**config.mk**
```make
export PLATFORM = sky130hd
export DESIGN_NAME = fitness_collect_unit
export DESIGN_NICKNAME = d
export VERILOG_FILES = /design/src/rtl/fitness_collect_unit.sv
export SDC_FILE = /design/constraint.sdc
export NUM_CORES = 1
export LEC_CHECK = 0
export BUFFER_PORTS_ARGS = -buffer_cell sky130_fd_sc_hd__buf_2
export CORE_ASPECT_RATIO = 2
export CORE_MARGIN = 2
export CORE_UTILIZATION = 28
export DETAILED_ROUTE_END_ITERATION = 12
export PLACE_DENSITY = 0.51
export SLEW_MARGIN = 20
export SYNTH_ARGS = -nofsm -noshare
export SYNTH_HDL_FRONTEND = slang
export SYNTH_SLANG_ARGS = --single-unit
```
**constraint.sdc**
```tcl
create_clock -name clk_i -period 2.25 [get_ports clk_i]
set_input_delay 0.225 -clock clk_i [delete_from_list [all_inputs] [get_ports clk_i]]
set_output_delay 0.225 -clock clk_i [all_outputs]
set_load 0.02 [all_outputs]
```
**src/rtl/fitness_collect_unit.sv**
```systemverilog
// rtl/fitness_collect_unit.sv - collects per-individual energies into a fitness RF and tracks the best individual
module fitness_collect_unit #(
    parameter int SELF_FIT_LENGTH = 10,
    parameter int POP_SIZE        = 50,
    parameter int ADDR_WIDTH      = 6
) (
    input  logic                       clk_i,
    input  logic                       rst_n,
    input  logic                       in_valid_i,
    input  logic [SELF_FIT_LENGTH-1:0] energy_i,
    input  logic                       done_i,
    input  logic                       ind_idx_i,
    input  logic                       clear_i,
    input  logic                       rd_en_i,
    input  logic [ADDR_WIDTH-1:0]      rd_addr_i,
    output logic [SELF_FIT_LENGTH-1:0] rd_data_ff_o,
    output logic                       rd_valid_ff_o,
    output logic [SELF_FIT_LENGTH-1:0] best_energy_ff_o,
    output logic [ADDR_WIDTH-1:0]      best_idx_ff_o,
    output logic [ADDR_WIDTH:0]        count_ff_o,
    output logic                       gen_tag_ff_o,
    output logic                       pop_ready_ff_o,
    output logic                       overflow_ff_o
);

    typedef enum logic [1:0] {
        S_IDLE    = 2'd0,
        S_COLLECT = 2'd1,
        S_READY   = 2'd2
    } state_t;

    localparam logic [ADDR_WIDTH:0] L_POP = (ADDR_WIDTH+1)'(POP_SIZE);

    state_t                     r_state;
    state_t                     w_state_nxt;
    logic [SELF_FIT_LENGTH-1:0] r_rf [POP_SIZE];
    logic [ADDR_WIDTH:0]        r_count;
    logic [SELF_FIT_LENGTH-1:0] r_best_energy;
    logic [ADDR_WIDTH-1:0]      r_best_idx;
    logic                       r_gen_tag;
    logic                       r_overflow;
    logic [SELF_FIT_LENGTH-1:0] r_rd_data;
    logic                       r_rd_valid;

    logic                       w_wr_en;
    logic                       w_ovf_set;
    logic [ADDR_WIDTH-1:0]      w_wr_addr;
    logic [ADDR_WIDTH:0]        w_count_inc;
    logic                       w_rd_in_range;

    // The write pointer always equals the accepted-write count.
    assign w_wr_addr     = r_count[ADDR_WIDTH-1:0];
    assign w_count_inc   = r_count + 1'b1;
    assign w_rd_in_range = ({1'b0, rd_addr_i} < L_POP);

    always_comb begin
        w_state_nxt = r_state;
        w_wr_en     = 1'b0;
        w_ovf_set   = 1'b0;
        if (clear_i) begin
            w_state_nxt = S_IDLE;
        end else begin
            case (r_state)
                S_IDLE: begin
                    if (in_valid_i) begin
                        w_wr_en     = 1'b1;
                        w_state_nxt = (done_i || w_count_inc == L_POP) ? S_READY : S_COLLECT;
                    end
                end
                S_COLLECT: begin
                    w_wr_en = in_valid_i;
                    if (done_i || (in_valid_i && w_count_inc == L_POP)) begin
                        w_state_nxt = S_READY;
                    end
                end
                S_READY: begin
                    w_ovf_set = in_valid_i;
                end
                default: begin
                    w_state_nxt = S_IDLE;
                end
            endcase
        end
    end

    always_ff @(posedge clk_i or negedge rst_n) begin
        if (!rst_n) begin
            r_state       <= S_IDLE;
            r_count       <= '0;
            r_best_energy <= '1;
            r_best_idx    <= '0;
            r_gen_tag     <= 1'b0;
            r_overflow    <= 1'b0;
            r_rd_data     <= '0;
            r_rd_valid    <= 1'b0;
            for (int i = 0; i < POP_SIZE; i++) begin
                r_rf[i] <= '0;
            end
        end else begin
            r_state    <= w_state_nxt;
            r_rd_valid <= rd_en_i;
            // Non-blocking read sees pre-write contents on a same-cycle collision.
            if (rd_en_i) begin
                r_rd_data <= w_rd_in_range ? r_rf[rd_addr_i] : '0;
            end
            if (clear_i) begin
                r_count       <= '0;
                r_best_energy <= '1;
                r_best_idx    <= '0;
                r_overflow    <= 1'b0;
            end else begin
                if (w_wr_en) begin
                    r_rf[w_wr_addr] <= energy_i;
                    r_count         <= w_count_inc;
                    if (r_state == S_IDLE) begin
                        r_gen_tag <= ind_idx_i;
                    end
                    if (energy_i < r_best_energy) begin
                        r_best_energy <= energy_i;
                        r_best_idx    <= w_wr_addr;
                    end
                end
                if (w_ovf_set) begin
                    r_overflow <= 1'b1;
                end
            end
        end
    end

    assign rd_data_ff_o     = r_rd_data;
    assign rd_valid_ff_o    = r_rd_valid;
    assign best_energy_ff_o = r_best_energy;
    assign best_idx_ff_o    = r_best_idx;
    assign count_ff_o       = r_count;
    assign gen_tag_ff_o     = r_gen_tag;
    assign pop_ready_ff_o   = (r_state == S_READY);
    assign overflow_ff_o    = r_overflow;

endmodule

```
# Word level (Yosys, flattened, before mapping)
# Cells that the tools add are included.
dict set report word_totals {
  reg_bits 538
}
dict set report op_classes {
  n_lt_le_gt_ge 5
  reduce_logical 12
  n_mux 27
  eq_ne 6
  addsub 1
  bitwise_logic 3
}
# operator n
set ops {}
lappend ops {{$bwmux 500} 1}
lappend ops {{$mux 10} 7}
lappend ops {{$bmux 10 s6} 1}
lappend ops {{$demux 10 s6} 1}
lappend ops {{$mux 6} 3}
lappend ops {{$ge 7x7->1 const B} 2}
lappend ops {{$mux 7} 2}
lappend ops {{$not 6->7} 2}
lappend ops {{$lt 10x10->1} 1}
lappend ops {{$mux 2} 4}
lappend ops {{$add 7x1->7 const B} 1}
lappend ops {{$eq 7x6->1 const B} 1}
lappend ops {{$lt 7x1->1 const B} 1}
lappend ops {{$lt 6x6->1 const B} 1}
lappend ops {{$mux 1} 6}
lappend ops {{$ne 3x3->1 const B} 2}
lappend ops {{$pmux 2 s3} 1}
lappend ops {{$reduce_and 3->1} 2}
lappend ops {{$reduce_bool 2->1} 3}
lappend ops {{$reduce_and 2->1} 2}
lappend ops {{$eq 2x1->1 const B} 1}
lappend ops {{$eq 2x2->1 const B} 1}
lappend ops {{$logic_and 1x1->1} 2}
lappend ops {{$logic_not 2->1} 1}
lappend ops {{4 further kinds} 5}

# Depth between registers and ports, before layout
# Gate-level depths: netlist of run 1.
dict set report logic_depth {
  ltp_word 7
  mapped_depth 11
  mapped_depth_nobuf 8
}

# Worst setup path before layout of run 1
# Ideal clock, no wire load.
dict set report synth_path {
  kind {reg-to-reg}
  startpoint {register r_count[0], in the netlist count_ff_o[0]}
  endpoint {register r_rf[425] in the netlist's numbering}
  stages_incl_launch_ff 7
  period_less_slack_ns 2.381
  t_required_ns 2.125
  path_slack_ns -0.131
  t_arrival_ns 2.256
  cell_sequence {dfrtp_1 > buf_4 > nand3_1 > or3_1 > clkbuf_1 > nor4_4 > mux2_2}
}
dict set report synth_between {
  elab_chain_cells 6
  elab_cells_between_ends 7
  classes_between {2 x order compare; 3 x mux; 1 x bitwise; 1 x reduce/logical}
}
# item line
set synth_lines {}
lappend synth_lines {{start, declared} 37} ;# logic [ADDR_WIDTH:0] r_count;
lappend synth_lines {{start signal, assigned} 114} ;# r_count <= w_count_inc;
lappend synth_lines {{$not 6->7 (not written as such) (*)} 113} ;# r_rf[w_wr_addr] <= energy_i;
lappend synth_lines {{$ge 7x7->1 (not written as such) or $lt 7x1->1 (tied branches)} 113}
lappend synth_lines {{$logic_and 1x1->1 (not written as such)} 113}
lappend synth_lines {{$mux 10 (not written as such)} 113}
lappend synth_lines {{$demux 10 s6 (*)} 113}
lappend synth_lines {{$bwmux 500 (*)} 113}
lappend synth_lines {{end signal, assigned by index} 113}
lappend synth_lines {{end, declared} 36} ;# logic [SELF_FIT_LENGTH-1:0] r_rf [POP_SIZE];
# Mark *: on every way between the ends. The rest lies on a longest branch, timed or not.
# A chain may end at the register's enable or synchronous reset.

# Final worst setup path of run 1
dict set report layout_path {
  startpoint {register r_best_energy[1], in the netlist best_energy_ff_o[1]}
  endpoint {register r_best_energy[0], in the netlist best_energy_ff_o[0]}
}
dict set report layout_between {
  elab_chain_cells 3
}
# item line
set layout_lines {}
lappend layout_lines {{start, declared} 38} ;# logic [SELF_FIT_LENGTH-1:0] r_best_energy;
lappend layout_lines {{start signal, assigned} 119} ;# r_best_energy <= energy_i;
lappend layout_lines {{$lt 10x10->1} 118} ;# if (energy_i < r_best_energy) begin
lappend layout_lines {{$reduce_bool 2->1 (no source line)} --}
lappend layout_lines {{$reduce_and 2->1 (no source line)} --}
# Every way passes these cells.

==> results of run 1 <==
## report_power, final
group | switching (uW) | total (uW) | leakage, uW | internal [uW]
clock network | 3760 | 8620 | 0.000788 | 4860
registers | 220 | 10300 | 0.00737 | 10100
logic | 1170 | 2030 | 0.00621 | 859
total | 5150 | 20900 | 0.0144 | 15800
## layout make-up
cell class / instances / share of cell area
inverter: 25 / 0.00313
sequential: 538 / 0.450
clock buffer: 72 / 0.0478
multi-input combinational: 1008 / 0.360
timing repair buffer: 260 / 0.0846
clock inverter: 14 / 0.00605
tap: 1170 / 0.0488
## metal layers
metal	wire length (um)	up-vias	GRT usage
li1	-	6650	-
met1	26500	8200	0.171
met2	42400	262	0.329
met3	1800	130	0.0167
met4	3850	6	0.0799
met5	38	-	0
## sequential cells by signal, summed over array words and instances (netlist names)
| register | cells |
|---|---|
| gen_tag_ff_o | 1 |
| rd_data_ff_o | 10 |
| r_state | 2 |
| r_rf | 500 |
| best_energy_ff_o | 10 |
| count_ff_o | 7 |
| rd_valid_ff_o | 1 |
| overflow_ff_o | 1 |
| best_idx_ff_o | 6 |
## per-stage QoR
step	setup WS [ps]	hold slack [ps]	area [um^2]
2_1_floorplan	1.17	-70.6	24800
3_5_place_dp	-309	202	28200
4_1_cts	18.8	37.8	29900
3_3_place_gp	-291	209	28200
5_1_grt	-22.8	65.7	30000
6_report	74.8	62.0	30000
## logic make-up after synthesis
family                     Yosys count
xor gates and xnor gates             4
DFF                                538
adders and majority gates           11
buffers and inverters              137
muxes                              692
and+or+nand+nor                    173
AOI/OAI and AO/OA                  128
## synthesized netlist by cell type (all sizes together) (5+ instances only)
master / count / area share
or3: 7 / 0.0018
dfrtp: 528 / 0.53
o22a: 12 / 0.0042
mux2: 525 / 0.24
a221oi: 14 / 0.0049
a211oi: 6 / 0.0018
ha: 11 / 0.0056
nand3: 8 / 0.0018
mux4: 91 / 0.083
dfstp: 10 / 0.011
mux2i: 76 / 0.031
clkbuf: 78 / 0.012
nand2b: 5 / 0.0013
nor4: 8 / 0.0032
nor2: 26 / 0.0040
nor2b: 11 / 0.0028
buf: 34 / 0.0083
inv: 24 / 0.0036
nor3: 18 / 0.0058
o21ai: 14 / 0.0028
o221ai: 5 / 0.0018
a21oi: 22 / 0.0044
o22ai: 19 / 0.0048
nand2: 76 / 0.012
a22oi: 8 / 0.0024
## tightest hold or removal path, stage by stage
cell and delay, ps:
buf_2 110, buf_4 130, a21oi_1 60, nor2_1 80
## cell usage in the layout (no fill, tap or decap), types with 4 or more instances in the layout
cell type,count
o22ai_1,19
o21ai_0,13
nand3_1,6
inv_1,24
buf_12,55
nor2_1,24
a21oi_1,22
or3_1,5
o221ai_1,5
o22a_1,12
ha_1,9
clkinv_2,6
nor2b_1,11
nand2_2,7
clkbuf_1,11
a22oi_1,8
buf_2,56
mux2i_1,76
nand2_1,69
buf_4,140
nor4_1,6
clkbuf_16,49
dfrtp_1,525
dfstp_2,10
nand2b_1,5
nor3_2,4
dlygate4sd3_1,4
mux4_2,91
bufinv_16,4
clkbuf_8,12
a211oi_1,6
mux2_2,517
a221oi_1,13
mux2_1,8
nor3_1,11
## worst max-delay path by stage
stage	end	slack, ps	depth (start not counted)
floorplan	best_idx_ff_o[0]	1	9
global placement	rd_data_ff_o[6]	-290	9
detailed placement	rd_data_ff_o[3]	-310	9
CTS	rd_data_ff_o[6]	20	8
global route	rd_data_ff_o[6]	-20	8
finish	best_energy_ff_o[0]	70	8
## what timing repair did
item                                    4_1_cts  5_1_grt
hold buffers                                  4        0
hold endpoints to repair                     46        0
setup buffers                                 0        1
endpoints found under the setup margin       49       42
gates cloned                                  0        1
pin swaps                                     0        2
gates resized for setup                       3       13
==> results.md, run 1 <==
- Outcome: completed
- Initial core utilization: 0.282
- Total Power: 20,900 uW
- I/O pin count: 60
- Setup Crit Path Kind: reg2reg
- Relative slew slack: 0.493
- Multi-input logic area: 10,800 um^2
- Post-Syn Instances: between 1,500 and 2,000
- Skew-Pair Late Insertion Delay: 590 ps
- Detailed Route Iter0 Violations: slightly below 700
- Ys async rst share: 1.00
- Post-synth EDFFs: 0
- Worst Skew: approximately 17 ps
- Min-delay worst type: in2reg
- Port Buffers: 59
- CTS Buf Count: 47
- Complex-gate fraction of the synthesized area: 0.0367
- Worst r2r path cells: 8
- Yosys Warn Count: 0
- Seq cells post-synth: between 500 and 600
- CP endpoint kind: flip-flop
- Worst EP arrival: 2680 ps
- RSZ-0062 raised after global routing: yes
- Buf/Inv on CP: 2
- P_leak: roughly 0.014 uW
- Placed cells: 2,995
- Post-Synth XOR/XNOR Area: 0.00141
- Slowest stage cell, crit path: dfstp_2
- Hold path depth: 4
- CP peak stage delay: between 500 and 600 ps
- Post-synth net total: 1,717
- Worst setup SP type: flip-flop
- Vias in the first global route: ~17,000
- Overflow after GRT: 0
- Synth Flop Type: dfrtp_1
- Row count: 154
- Fin crit share: 0.967
- H-tree levels: 2
- DP HPWL: 52,400 um
- Post-Synth Simple-Gate Area: 0.0369
- Critical-path cell list: inv_1 > ha_1 > a21o_1 > a21o_1 > a31oi_2 > a41oi_2 > buf_6 > o22a_1
- CTS Sinks: ~540
- Clock Tree Buf Depth: 3
- Wirelength, routed: roughly 75,000 um
- Worst setup path startpoint: best_energy_ff_o[1]
- CP Max Fanout: 5
- Adder-cell share of the synthesized area: 0.00555
- Worst path required time: ~2800 ps
- Max-slew violations: 0
- Post-layout minimum cycle time: about 2200 ps
- Core area: around 90,000 um^2
- Routed len/inst: about 24 um
- Sequential element share of the synthesized area: 0.544
- Total global-route track usage: 0.165
- FF-to-FF End: best_energy_ff_o[0]
- P&R area growth vs syn: 20.9%
- Netlist cell types: between 60 and 70
- First-pass GRT wire length: between 100,000 and 150,000 um
- Sequential Area: 13,500 um^2
- R2r setup slk: around 75 ps
- Power density cells: ~700 nW/um^2
- Final-report setup violation count: 0
- Worst IR drop on VDD: approximately 0.60 mV
- Largest family of logic cells by synthesized area: multiplexers
- Largest net degree at the start of global routing: between 80 and 90
- Die height: approximately 420 um
- Max Clk Rate: between 0.4 and 0.5 GHz
- Crit path max-delay family: compound AO/OA/AOI/OAI gates
- Synthesized area per cell: approximately 15 um^2
- Pre-Repair DR Iteration Count: 5
- Clock transition at the registers of the reported paths: roughly 70 ps
- Vias per cell: 4.94
- Clock root buffer: clkbuf_16
- WHS Endpoint: overflow_ff_o
- Chip width: ~210 um
- Total negative slack: 0 ps
- Worst min-delay path startpoint: in_valid_i
- CTS tree: yes
- Mux share of post-synthesis cell area: 0.352
- Antenna violations before repair: 5
- Vias: 15,200
- DRC: 0
- ANT cells: 0
- Layout Nets: roughly 1,900
- Reg-to-Reg Start: best_energy_ff_o[1]
- ANT nets after route: 0
- Post-Syn Area: ~25,000 um^2
- Fillers: between 8,000 and 9,000
- Share of post-route cells with drive strength above 1: 0.512
- Final core occ: 0.341
- Die area: around 91,000 um^2
- Non-Filler Instances: between 3,000 and 4,000
- RD Place Congestion: ~0.90
- Least-Margin Pin Slew: 760 ps
- Most used cell, CP: a21o_1
- Final Hold Fails: 0
- Max-cap violations: 0
(Power assumes the default switching activity.)
==> run 2, diff against run 1 <==
--- a/config.mk
+++ b/config.mk
@@ -11,6 +11,7 @@
 export CORE_UTILIZATION = 28
 export DETAILED_ROUTE_END_ITERATION = 12
 export PLACE_DENSITY = 0.51
+export SETUP_SLACK_MARGIN = 0.2
 export SLEW_MARGIN = 20
 export SYNTH_ARGS = -nofsm -noshare
 export SYNTH_HDL_FRONTEND = slang
==> run 2 against run 1 <==
  * Final cell count about the same
  * Via count increased by 0.47%
  * Design area increased by 0.85%
  * Combinational power increased by 5%
  * First-iteration DRC count increased by 4.6%
  * Non-clock buffer count decreased by 8
  * Die area unchanged
  * Critical path depth decreased by 2
==> results.md, run 2 (synthesized netlist as in run 1, its figures left out) <==
- Clock power share: 0.422 (was 0.412)
- Fin crit share: 0.920 (was 0.967)
- Most frequent cells in the layout: dfrtp_1, mux2_2, buf_4, mux4_2, mux2i_1 (unchanged)
- Comb pwr share: 0.100 (was 0.097)
- Relative slew slack: 0.490 (was 0.493)
- Post-layout minimum cycle time: 2070 ps (was 2180 ps)
- Fin area: 30,200 um^2 (was 30,000 um^2)
- Psw: 5270 uW (was 5150 uW)
- Sw Ratio: 0.245 (was 0.246)
- CTS Sinks: 538 (unchanged)
- Clock root buffer: clkbuf_16 (unchanged)
- Clock transition at the registers of the reported paths: 70 ps (about the same)
- Max FFs per register: 500 (unchanged)
- R2r setup slk: 180 ps (was 70 ps)
- RD Place Congestion: 0.850 (was 0.901)
- Vias per cell: 4.96 (was 4.94)
- Min-delay worst type: in2async (was in2reg)
- Total global-route track usage: 0.166 (was 0.165)
- Initial core utilization: 0.282 (unchanged)
- Commonest non-fill, non-tap cell in the layout: dfrtp_1 (unchanged)
- I/O pin count: 60 (unchanged)
- P_leak: 0.0145 uW (was 0.0144 uW)
- First-pass GRT wire length: 113,000 um (about the same)
- Vias in the first global route: 16,800 (was 17,100)
- Worst setup SP type: flip-flop (unchanged)
- Routed len/inst: 24.5 um (was 24.2 um)
- Largest net degree at the start of global routing: 117 (was 81)
- Reg-to-Reg Start: r_rf[40] (was best_energy_ff_o[1])
- CTS Buf Count: 48 (was 47)
- Detailed Route Iter0 Violations: 728 (was 696)
- Row count: 154 (unchanged)
- Layout Nets: 1,909 (was 1,914)
- Core area: 87,900 um^2 (unchanged)
- DP HPWL: 52,800 um (was 52,400 um)
- Skew-Pair Late Insertion Delay: 590 ps (about the same)
- Overflow after GRT: 0 (unchanged)
- Final Hold Fails: 0 (unchanged)
- Die height: 425 um (unchanged)
- CTS tree: yes (unchanged)
- Reg power frac: 0.478 (was 0.491)
- Setup Crit Path Kind: reg2reg (unchanged)
- Clock Tree Buf Depth: 3 (unchanged)
- Int Pwr: 16,200 uW (was 15,800 uW)
- Least-Margin Pin Slew: 766 ps (was 760 ps)
- RSZ-0062 raised after global routing: yes (unchanged)
- Die area: 91,100 um^2 (unchanged)
- Max-slew violations: 0 (unchanged)
- Chip width: 214 um (unchanged)
- Fillers: 8,659 (was 8,699)
- Wirelength, routed: 75,700 um (was 74,600 um)
- Final-report setup violation count: 0 (unchanged)
- Outcome: completed (unchanged)
- P&R area growth vs syn: 21.9% (was 20.9%)
- H-tree levels: 2 (unchanged)
- DRC: 0 (unchanged)
- Power density cells: 711 nW/um^2 (was 698 nW/um^2)
- Worst IR drop on VDD: 0.548 mV (was 0.596 mV)
- Max Clk Rate: 0.483 GHz (was 0.460 GHz)
- Max-cap violations: 0 (unchanged)
- Worst EP arrival: 2510 ps (was 2680 ps)
- Post-DP Area: 28,000 um^2 (was 28,200 um^2)
- CP Max Fanout: 2 (was 5)
- Share of post-route cells with drive strength above 1: 0.534 (was 0.512)
- Biggest register: r_rf (unchanged)
- Total negative slack: 0 ps (unchanged)
- ANT nets after route: 0 (unchanged)
- Worst Skew: 16.1 ps (was 17.3 ps)
- Vias: 15,300 (was 15,200)
- Worst path required time: 2690 ps (was 2760 ps)
- Pre-Repair DR Iteration Count: 5 (unchanged)
- Antenna violations before repair: 4 (was 5)
- Worst setup path startpoint: r_rf[40] (was best_energy_ff_o[1])
- CP endpoint kind: flip-flop (unchanged)
- Port Buffers: 59 (unchanged)
[run 2: cell count changes in the layout (fill, tap and decap cells not counted), sizes merged]
cell	before	now
buf	256	246
bufinv	4	7
diode	0	2
dlygate4sd3	4	6
clkbuf	72	71
clkinv	7	8
nand3	8	9
o22a	12	13
[run 2: worst paths after layout]
check / end / depth (start not counted)
max: rd_data_ff_o[0] / 6
min: r_rf[296] / 2
max reg2reg: rd_data_ff_o[0] / 6
min reg2reg: r_rf[211] / 1
max in group asynchronous: r_rf[164] / 3
min in group clk_i: rd_data_ff_o[4] / 4
[run 2: per-stage QoR]
stage | total power, uW | util | std cells | hold WS, ps | worst slack [ps]
2_1_floorplan | 11500 | - | 1683 | -70.6 | 53.7
3_3_place_gp | 12500 | 0.319 | 2982 | 86.9 | -253
3_5_place_dp | 12500 | 0.319 | 2982 | 86.2 | -228
4_1_cts | 21700 | 0.342 | 3081 | 47.3 | 110
5_1_grt | 22300 | 0.344 | 3085 | 71.1 | 152
6_report | 21500 | 0.344 | 3086 | 71.5 | 180
[run 2: power groups by stage]
stage	Sequential (uW)	Clock (uW)	Combinational, uW
floorplan	10500	0	1050
global placement	10400	0	2010
detailed placement	10500	0	2060
CTS	10300	9310	2130
global route	10300	9680	2310
finish	10300	9070	2140
[run 2: final cells by class]
class                      count  area (um^2)  share of cell area
sequential                   538        13500               0.446
multi-input combinational   1010        11200               0.371
timing repair buffer         252         2250              0.0744
tap                         1170         1460              0.0484
clock buffer                  71         1440              0.0476
clock inverter                18          288             0.00952
inverter                      25         93.8             0.00310
antenna                        2         5.00            0.000166
[run 2: what timing repair did]
item,CTS,global route
resized for setup,34,34
setup endpoints to repair,483,155
gates cloned,2,1
hold endpoints to repair,535,0
buffers inserted,2,2
pin swaps,7,12
hold buffers,6,0
[run 2: routing by layer]
metal  up-vias  track usage  routed length [um]
li1       6661            -                   -
met1      8240        0.174               27300
met2       302        0.323               42100
met3       112       0.0134                1780
met4         4       0.0926                4510
met5         -            0                  23
[run 2: critical path: stages (launching register included)]
cell and delay (ps):
dfrtp_1 370, mux4_2 470, mux2i_1 160, buf_4 200
nor2_1 70, nor4_1 520, nor4_1 130
